===== config.mk =====
export PLATFORM = sky130hd
export DESIGN_NAME = writeback_arbiter
export DESIGN_NICKNAME = d
export VERILOG_FILES = /design/src/rtl/writeback_arbiter.sv
export SDC_FILE = /design/constraint.sdc
export NUM_CORES = 1
export LEC_CHECK = 0
export ABC_AREA = 1
export CAP_MARGIN = 20
export CORE_ASPECT_RATIO = 1.4
export CORE_MARGIN = 10
export CORE_UTILIZATION = 41
export CTS_BUF_LIST = sky130_fd_sc_hd__clkbuf_8
export DETAILED_ROUTE_END_ITERATION = 10
export PLACE_DENSITY = 0.75
export SYNTH_ARGS = -nofsm -noshare
export SYNTH_HDL_FRONTEND = slang
export SYNTH_SLANG_ARGS = --single-unit

===== constraint.sdc =====
create_clock -name clk -period 3.1 [get_ports clk]
set_input_delay 0.62 -clock clk [delete_from_list [all_inputs] [get_ports clk]]
set_output_delay 0.62 -clock clk [all_outputs]
set_load 0.05 [all_outputs]

===== src/rtl/writeback_arbiter.sv =====
// writeback_arbiter: merges ALU and load results onto one register-file write port with an in-order load queue.
module writeback_arbiter #(
  parameter int DATA_W     = 16,
  parameter int REG_AW     = 3,
  parameter int FIFO_DEPTH = 4
) (
  input  logic              clk,
  input  logic              rst,
  input  logic              alu_valid,
  input  logic [REG_AW-1:0] alu_reg,
  input  logic [DATA_W-1:0] alu_data,
  input  logic              load_valid,
  output logic              load_ready,
  input  logic [REG_AW-1:0] load_reg,
  input  logic [DATA_W-1:0] load_data,
  output logic              regWrite,
  output logic [REG_AW-1:0] writeReg,
  output logic [DATA_W-1:0] writeData,
  input  logic [REG_AW-1:0] pend_query_reg,
  output logic              pend_hit,
  output logic [DATA_W-1:0] pend_data,
  output logic              busy
);
  localparam int PW = $clog2(FIFO_DEPTH);
  logic [REG_AW-1:0] reg_q [FIFO_DEPTH];
  logic [DATA_W-1:0] data_q [FIFO_DEPTH];
  logic [FIFO_DEPTH-1:0] live_q;
  logic [PW-1:0] head_q, tail_q;
  logic [PW:0] count_q;
  logic regwrite_q;
  logic [REG_AW-1:0] writereg_q;
  logic [DATA_W-1:0] writedata_q;
  logic accept, alu_iss, nonempty, head_iss, pop, bypass, push;
  assign load_ready = !rst && (count_q < (PW+1)'(FIFO_DEPTH));
  assign accept     = load_valid && load_ready;
  assign alu_iss    = alu_valid && alu_reg != '0;
  assign nonempty   = count_q != '0;
  assign head_iss   = !alu_iss && nonempty && live_q[head_q];
  // a dead head is dropped even while the ALU owns the port
  assign pop        = nonempty && (!live_q[head_q] || !alu_iss);
  assign bypass     = !alu_iss && !nonempty && accept && load_reg != '0;
  assign push       = accept && load_reg != '0 && !bypass;
  assign busy       = |live_q;
  assign regWrite   = regwrite_q;
  assign writeReg   = writereg_q;
  assign writeData  = writedata_q;
  always_comb begin
    pend_hit  = 1'b0;
    pend_data = '0;
    for (int i = 0; i < FIFO_DEPTH; i++)
      if (pend_query_reg != '0 && live_q[head_q + PW'(i)] && reg_q[head_q + PW'(i)] == pend_query_reg) begin
        pend_hit  = 1'b1;
        pend_data = data_q[head_q + PW'(i)];
      end
  end
  always_ff @(posedge clk) begin
    if (rst) begin
      live_q      <= '0;
      head_q      <= '0;
      tail_q      <= '0;
      count_q     <= '0;
      regwrite_q  <= 1'b0;
      writereg_q  <= '0;
      writedata_q <= '0;
      for (int i = 0; i < FIFO_DEPTH; i++) begin
        reg_q[i]  <= '0;
        data_q[i] <= '0;
      end
    end else begin
      if (alu_iss)
        for (int i = 0; i < FIFO_DEPTH; i++)
          if (reg_q[i] == alu_reg) live_q[i] <= 1'b0;
      if (pop) begin
        live_q[head_q] <= 1'b0;
        head_q         <= head_q + PW'(1);
      end
      // the pushed entry is younger than any same-cycle ALU write, so it stays live
      if (push) begin
        reg_q[tail_q]  <= load_reg;
        data_q[tail_q] <= load_data;
        live_q[tail_q] <= 1'b1;
        tail_q         <= tail_q + PW'(1);
      end
      count_q     <= count_q + (PW+1)'(push) - (PW+1)'(pop);
      regwrite_q  <= alu_iss || head_iss || bypass;
      writereg_q  <= alu_iss ? alu_reg : head_iss ? reg_q[head_q] : bypass ? load_reg : '0;
      writedata_q <= alu_iss ? alu_data : head_iss ? data_q[head_q] : bypass ? load_data : '0;
    end
  end
endmodule


==> results summary, run 1 <==
The cell with the most instances after synthesis is sky130_fd_sc_hd__nand2_1. Setup repair after global routing could not meet its margin everywhere. The number of fill cells is 1,622. The number of antenna violations at the first check in global routing is 0.

In this run the worst hold path is classified as reg2reg. The number of CTS-inserted buffers came out at 9. The share of the synthesized area in the top cell type is 30.6%. The HPWL after detailed placement came out at 16,100 um. The endpoint arrival time on the critical path came out at 2450 ps. The synthesized area came out at between 7000 and 8000 um^2. The count of buffers added on input and output ports is 83. TritonCTS built the clock tree. In this run, the number of DRC markers left after iteration 0 of detailed routing was just under 700. The routed wire length per instance is 15.6 um.

The netlist uses 34 different library cells. The initial standard-cell utilization of the core is approximately two fifths. For the worst setup path, the data required time is ~2500 ps.

In this run the clock root is driven by a sky130_fd_sc_hd__clkbuf_8. Synthesis inferred between 100 and 150 register bits. From left edge to right edge, the die measures ~130 um. Sequential elements use between 30% and 40% of the synthesized area.

Along the worst path, the maximum fanout reaches 17. The commonest cells after synthesis are 266 x sky130_fd_sc_hd__nand2_1, 160 x sky130_fd_sc_hd__nor2_1, 116 x sky130_fd_sc_hd__o21ai_0, 103 x sky130_fd_sc_hd__inv_1, 97 x sky130_fd_sc_hd__nand3_1. The run finished with clean final reports.

The worst-case headroom to the max-slew limit is between 60% and 70%. The final standard cell utilization of the core came out at a little over half. The clock sink count is approximately 110. The final wirelength came out at 22,100 um. Derived from the worst setup path, the maximum achievable clock frequency is approximately 330 MHz.

From synthesis to final layout, the design area changed by 31.7%. In the final layout, flip-flops and latches occupy 2950 um^2. The number of flops mapped to enable cells by yosys came out at 76. The later pin in the worst-skew pair is clocked with a latency of around 360 ps. The multi-input combinational cells in the finished layout cover a total of between 4000 and 5000 um^2. The detailed-route via count is 7,350. The element type at the critical path start is a flop. The maximum number of pins on one net before global-route repair is 85. After floorplanning, the core was divided into 58 placement rows. The number of nets handed over by synthesis was ~1,100.

Routability-driven placement finished with a final weighted congestion of roughly 0.86. After synthesis, the cell types taking the most area are sky130_fd_sc_hd__edfxtp_1 31%, sky130_fd_sc_hd__nand2_1 13%, sky130_fd_sc_hd__dfxtp_1 8.9%. The final net count is 1,224. The number of placed I/O pins came out at between 80 and 90. The overall track demand over capacity in global routing came out at between 10% and 20%. The number of pins with negative max-slew slack in the final report is 0. At the pin with the least slew margin, the transition time is 536 ps. The fraction of final layout cells sized beyond drive strength 1 is 16.2%. The highest metal layer used by the detailed router is met4. The die covers ~24,000 um^2. The global-route wire length before repair is between 30,000 and 40,000 um. The clock-pin slew of the registers on the worst-case setup and hold paths is approximately 100 ps. The deepest level of the CTS H-tree is 3. The critical path class is reg2out.

The via count normalized by instance count came out at approximately 5.2. The final routed DRC violation total came out at 0. The cell count after synthesis came out at 1,078. The quantity of hold-fixing buffers added after cts is 0. For this run, the leading register cell type out of synthesis is sky130_fd_sc_hd__edfxtp_1.

The diode insertion count for antenna repair came out at 0. The leakage power came out at between 4 and 5 nW. During synthesis, Yosys emitted a total of 0 warnings.

The post-route clock skew is ~8.5 ps. The met1 routed wirelength after detailed routing came out at 9550 um. The met3 wire length is approximately 1500 um. The max-cap check violation count came out at 0. The shortest clock period the worst path allows after layout is 3070 ps. The core area is 17,900 um^2. The final-layout worst hold slack came out at about 500 ps. In this run the mean area of a mapped cell was between 6 and 7 um^2. The total iterations of the first detailed-routing run came out at 5. In the synthesized netlist the async set-or-reset flop fraction comes to 0%. The fraction of the cycle the final worst path needs is around 99%.

The number of global-route vias before repair came out at 6,523. The maximum vdd ir drop is 0.493 mV. sky130_fd_sc_hd__edfxtp_1 takes more of the synthesized area than any other cell. The power density relative to cell area came out at around 900 nW/um^2.

The wire length on met2 is around 10,000 um. The remaining global-route overflow came out at 0. The worst setup path is captured at an output port. Setup violations remaining at the end of the flow were counted as 0.

The antenna violation net count after detailed routing is 0. The number of buffers between clock root and the deepest sink is 2. The total count of hold-check failures in the final report was 0. The height of the die is around 180 um.
[layout by cell type (no fill, tap or decap), types with 3 or more instances in the layout]
cell	synthesis	routed
sky130_fd_sc_hd__o21ai_0	116	116
sky130_fd_sc_hd__o21ai_1	25	24
sky130_fd_sc_hd__ha_1	9	8
sky130_fd_sc_hd__clkbuf_8	0	9
sky130_fd_sc_hd__clkdlybuf4s50_1	0	62
sky130_fd_sc_hd__xor2_1	4	4
sky130_fd_sc_hd__nand2_2	4	25
sky130_fd_sc_hd__nand3_1	97	77
sky130_fd_sc_hd__nor2_2	1	3
sky130_fd_sc_hd__inv_1	103	96
sky130_fd_sc_hd__xnor2_1	12	12
sky130_fd_sc_hd__dfxtp_1	33	31
sky130_fd_sc_hd__dlymetal6s2s_1	0	3
sky130_fd_sc_hd__a21oi_1	36	20
sky130_fd_sc_hd__inv_2	4	8
sky130_fd_sc_hd__edfxtp_1	76	76
sky130_fd_sc_hd__nand3_2	0	18
sky130_fd_sc_hd__o211ai_1	12	12
sky130_fd_sc_hd__a21oi_4	0	16
sky130_fd_sc_hd__buf_4	5	40
sky130_fd_sc_hd__nand4_1	7	7
sky130_fd_sc_hd__buf_12	0	28
sky130_fd_sc_hd__nor2_1	160	156
sky130_fd_sc_hd__nand2_1	266	240
sky130_fd_sc_hd__mux2i_1	16	16
sky130_fd_sc_hd__nand2_4	0	3
sky130_fd_sc_hd__nor2_4	4	6
sky130_fd_sc_hd__o22ai_1	16	16
sky130_fd_sc_hd__nand2_8	0	3
sky130_fd_sc_hd__buf_6	2	8
sky130_fd_sc_hd__clkbuf_16	0	3
[per-stage QoR]
stage | instances | TNS [ps] | worst slack (ps) | power (mW) | instance area, um^2
3_3_place_gp | 1376 | 0 | 34.7 | 7.12 | 9060
4_1_cts | 1394 | 0 | 0.415 | 8.01 | 9270
2_1_floorplan | 1078 | 0 | 2.01 | 5.54 | 7700
6_report | 1414 | 0 | 30.7 | 8.79 | 9820
5_1_grt | 1414 | -1360 | -116 | 9.37 | 9820
3_5_place_dp | 1376 | 0 | 13.0 | 7.19 | 9060
[routing by layer]
layer  GRT usage (%)  vias to the layer above
li1                -                     3709
met1            22.2                     3282
met2            26.6                      327
met3            2.48                       32
met4            4.54                        0
met5               0                        -
[final cells by class]
| cell class | instances | share of cell area (%) |
|---|---|---|
| tap | 240 | 3.06 |
| clock buffer | 9 | 1.26 |
| clock inverter | 7 | 0.509 |
| multi-input combinational | 794 | 43.2 |
| inverter | 108 | 4.36 |
| sequential | 109 | 30.0 |
| timing repair inverter | 1 | 0.0637 |
| timing repair buffer | 146 | 17.6 |
[worst max-delay path, cell delays in order, from the launching register on]
cell and delay (ps):
sky130_fd_sc_hd__dfxtp_4 400, sky130_fd_sc_hd__clkinv_8 70, sky130_fd_sc_hd__ha_4 360, sky130_fd_sc_hd__inv_8 60
sky130_fd_sc_hd__nand3_2 70, sky130_fd_sc_hd__nand2_2 70, sky130_fd_sc_hd__nor2_4 110, sky130_fd_sc_hd__nand2_4 80
sky130_fd_sc_hd__nor2_8 210, sky130_fd_sc_hd__nand2_8 130, sky130_fd_sc_hd__nand2_1 130, sky130_fd_sc_hd__nand2_2 80
sky130_fd_sc_hd__a21oi_4 170, sky130_fd_sc_hd__buf_12 150
[kinds of logic after synthesis]
logic type / Yosys count / share of synthesized area, %
simple gates: 543 / 30.1
compound gates: 208 / 14.7
buf+inv: 176 / 9.90
flops: 109 / 39.5
xor+xnor: 16 / 1.88
mux: 16 / 2.15
fa+ha+maj: 10 / 1.78
[registers in the layout, summed over array words and instances, names as in the netlist, named ones only]
name and cells:
count_q 3, data_q 64, head_q 2, live_q 4, regWrite 1, reg_q 12, tail_q 2, writeData 16
writeReg 3
[final timing paths]
| check | startpoint | to | slack, ps | cells past startpoint |
|---|---|---|---|---|
| min reg2reg | count_q[2] | count_q[2] | 510 | 1 |
| max | head_q[0] | pend_data[11] | 30 | 13 |
| max reg2reg | head_q[1] | count_q[2] | 660 | 11 |
| min | count_q[2] | count_q[2] | 510 | 1 |
[timing repair]
item | 4_1_cts | 5_1_grt
buffers inserted | 2 | 13
resized for setup | 7 | 87
gates cloned | 0 | 7
pin swaps | 2 | 37
setup endpoints to repair | 16 | 17
[power breakdown]
group / leakage (nW) / internal [mW] / total (mW) / switching [mW]
clock network: 0.0832 / 0.294 / 0.761 / 0.468
logic: 3.13 / 2.42 / 6.07 / 3.65
registers: 1.06 / 1.79 / 1.96 / 0.175
Power figures use the tool's default switching activity.
==> run 2: changes to the inputs <==
--- a/config.mk
+++ b/config.mk
@@ -6,13 +6,13 @@
 export NUM_CORES = 1
 export LEC_CHECK = 0
 export ABC_AREA = 1
-export CAP_MARGIN = 20
+export CAP_MARGIN = 30
 export CORE_ASPECT_RATIO = 1.4
 export CORE_MARGIN = 10
 export CORE_UTILIZATION = 41
 export CTS_BUF_LIST = sky130_fd_sc_hd__clkbuf_8
 export DETAILED_ROUTE_END_ITERATION = 10
-export PLACE_DENSITY = 0.75
+export PLACE_DENSITY = 0.72
 export SYNTH_ARGS = -nofsm -noshare
 export SYNTH_HDL_FRONTEND = slang
 export SYNTH_SLANG_ARGS = --single-unit
==> constraint.sdc (replaced) <==
create_clock -name clk -period 3.9 [get_ports clk]
set_input_delay 0.78 -clock clk [delete_from_list [all_inputs] [get_ports clk]]
set_output_delay 0.78 -clock clk [all_outputs]
set_load 0.05 [all_outputs]
==> run 2 against run 1 <==
Via count shrank 3.5%. Global-route usage grew 0.49 points. Utilization shrank 5.0 points. Critical endpoint is now pend_data[4]. Largest power group unchanged. Total power shrank 29%. Design area shrank 9.2%. Final cell count shrank 2.7%. Clock skew grew 3.8 ps. Highest routed layer unchanged. Critical path depth shrank 1. Clock power grew 2.9%. Largest cell class unchanged. Routed wire length shrank 6.2%.
==> results summary, run 2 (same netlist as run 1, synthesis figures left out) <==
The final routed DRC violation total is 0 (unchanged). The initial standard-cell utilization of the core is 41.6% (unchanged). The depth of the worst register-to-register path is 12 (+1).

The overall track demand over capacity in global routing was 16.9% (+0.49 points). The via count normalized by instance count came out at 5.16 (-0.82%). The actual slew at the worst max-slew pin came out at 646 ps (+110 ps).

The detailed-route via count came out at 7,094 (-3.5%). The endpoint arrival time on the critical path is 2890 ps (+440 ps). The worst setup path is of the in2out kind.

The number of buffers between clock root and the deepest sink is 2 (unchanged). The most critical setup path has its endpoint at pend_data[4]. The total count of hold-check failures in the final report came to 0 (unchanged). The critical path goes through clkdlybuf4s50_1 -> inv_1 -> nand3_1 -> inv_1 -> nor2_1 -> nand2_1 -> nor2_4 -> nand3_1 -> nand2_1 -> inv_2 -> a21oi_1 -> buf_12. The launch instance of the worst register-to-register path is head_q[0]. The post-layout total power came out at 6.26 mW (-29%). The worst-case headroom to the max-slew limit is 56.8% (-7.4 points). The delay of the slowest cell on the worst path came out at 540 ps (+140 ps). The number of antenna violations at the first check in global routing came out at 0 (unchanged). Static timing analysis puts the maximum clock frequency at between 200 and 300 MHz.

The shortest clock period the worst path allows after layout came out at 3670 ps. The total iterations of the first detailed-routing run came out at 5 (unchanged). The kind of path behind the tightest hold check is reg2reg. The maximum vdd ir drop came out at 0.376 mV (-24%).

The max-cap check violation count is 0 (unchanged). The routed wire length per instance came out at 15.1 um (-3.6%). The required time of the critical path is 3120 ps (+640 ps).

The final net count is 1,186 (-3.1%). The number of placement rows is 58 (unchanged). The diode insertion count for antenna repair came out at 0 (unchanged). The total die area is 24,100 um^2 (unchanged). The kind of end point of the critical path is an output port.

The die width came out at 134 um (unchanged). The number of pins with negative max-slew slack in the final report came to 0 (unchanged). The post-route clock skew was 12.3 ps (+3.80 ps).

The number of gates on the worst path with buffers counted came out at 12 (-1). The number of port buffers is 83 (unchanged). The core area came out at 17,900 um^2 (unchanged). The placed standard-cell area was 8630 um^2 (-4.7%). The clock insertion delay at the later pin of the skew report is 370 ps (about the same). The fraction of final layout cells sized beyond drive strength 1 is 7.66% (-8.5 points). The number of placed I/O pins is 84 (unchanged).

The maximum fanout count along the critical path is 17 (unchanged). The critical path's top delay family is simple AND/OR/NAND/NOR gates. The leakage power is 3.94 nW (-7.7%). The buffering stage count on the worst path with inverters included is 5 (+2). The maximum number of pins on one net before global-route repair is 81 (-4.7%). The flow ran to the end, and the final reports show no timing, DRC or antenna violations.

The remaining global-route overflow came out at 0 (unchanged). The clock-pin slew of the registers on the worst-case setup and hold paths came out at 100 ps (about the same). The clock sink count came to 109 (unchanged).

The HPWL after detailed placement is 15,900 um (-0.91%). The final standard cell area without fillers is 8920 um^2 (-9.2%). The number of global-route vias before repair came out at 6,571 (+0.74%). The deepest level of the CTS H-tree came to 3 (unchanged). The synthesis-to-finish area growth came out at 19.6%. The quantity of hold-fixing buffers added after cts is 0 (unchanged). data_q holds more flip-flops than any other register.

The element type at the critical path start is a primary input. The tree is rooted in a sky130_fd_sc_hd__clkbuf_8. The total negative slack for setup checks came out at 0 ps (unchanged).

The number of flip-flops in the largest register is 64 (unchanged). The library cell used most frequently in the layout, excluding fill and tap cells, is sky130_fd_sc_hd__nand2_1. The setup violation total in the final timing report is 0 (unchanged). The number of CTS-inserted buffers came out at 9 (unchanged).

The antenna violation net count after detailed routing is 0 (unchanged). TritonCTS built the clock tree. Setup repair after global routing left no endpoint under its margin. Leaving out fill and tap cells, the most frequent cells in the layout are 266 x sky130_fd_sc_hd__nand2_1, 160 x sky130_fd_sc_hd__nor2_1, 116 x sky130_fd_sc_hd__o21ai_0, 102 x sky130_fd_sc_hd__inv_1, 97 x sky130_fd_sc_hd__nand3_1.

The largest individual stage delay along the critical path comes from the cell sky130_fd_sc_hd__clkdlybuf4s50_1. The detailed router's first-iteration violation count was 693 (+2.1%). The height of the die is 180 um (unchanged). The endpoint identified for the worst register-to-register timing path is count_q[2]. The fraction of the cycle the final worst path needs came out at 94.2%. The power density relative to cell area came out at 702 nW/um^2 (-22%). The weighted congestion reported at the end of routability-driven placement came to 0.941 (+9.6%). The critical path launch point is pend_query_reg[1]. The register-to-register path setup slack was 1300 ps (+640 ps). The global-route wire length before repair came to 34,200 um (+2.6%). The final-layout worst hold slack is 497 ps (-10.6 ps). The final wirelength came out at 20,700 um (-6.2%).
==> run 2: metrics by stage <==
stage                     utilization, %  setup WS, ps  instances
after global placement              48.2           228       1357
final                               49.8           226       1376
after CTS                           49.5          28.6       1373
after floorplan                        -          2.22       1078
after global routing                49.8          7.45       1376
after detailed placement            48.2           173       1357
==> run 2: worst register-to-register path, stage by stage (launching register included) <==
cell,delay (ps)
sky130_fd_sc_hd__dfxtp_2,370
sky130_fd_sc_hd__buf_6,370
sky130_fd_sc_hd__nand2_1,140
sky130_fd_sc_hd__nand3_1,110
sky130_fd_sc_hd__nand2_1,160
sky130_fd_sc_hd__o21ai_1,230
sky130_fd_sc_hd__xor2_1,170
sky130_fd_sc_hd__ha_1,160
sky130_fd_sc_hd__inv_1,50
sky130_fd_sc_hd__fa_1,360
sky130_fd_sc_hd__xor2_1,160
sky130_fd_sc_hd__o21ai_0,160
sky130_fd_sc_hd__a21oi_1,50
==> run 2: final cells by class <==
class / instances / area [um^2]
inverter: 108 / 412
clock buffer: 9 / 124
tap: 240 / 300
clock inverter: 7 / 114
fill: 1750 / 9000
multi-input combinational: 793 / 3830
sequential: 109 / 2940
timing repair buffer: 110 / 1190
==> run 2: power breakdown <==
part	switching, mW	leakage (nW)	internal, mW
logic	2.55	2.76	1.39
clock network	0.404	0.120	0.379
registers	0.125	1.06	1.42
total	3.07	3.94	3.19
==> run 2: worst min-delay path by stage <==
stage / start / end / slack [ps] / depth (start not counted)
6_report: count_q[2] / count_q[2] / 500 / 1
5_1_grt: count_q[2] / count_q[2] / 520 / 1
4_1_cts: count_q[2] / count_q[2] / 490 / 1
3_5_place_dp: count_q[2] / count_q[2] / 470 / 1
3_3_place_gp: count_q[2] / count_q[2] / 460 / 1
2_1_floorplan: count_q[2] / count_q[2] / 440 / 1
==> run 2: metal layers <==
layer,part of all wire [%],track usage [%],wire [um]
met5,0,0,0
met1,47,24.0,9730
met4,1.4,4.58,283
met3,6.3,2.40,1310
met2,45,26.2,9390
==> run 2: repair_timing <==
item	in CTS	in global routing
buffers inserted	0	3
resized for setup	0	7
endpoints found under the hold margin	0	0
setup endpoints to repair	0	17
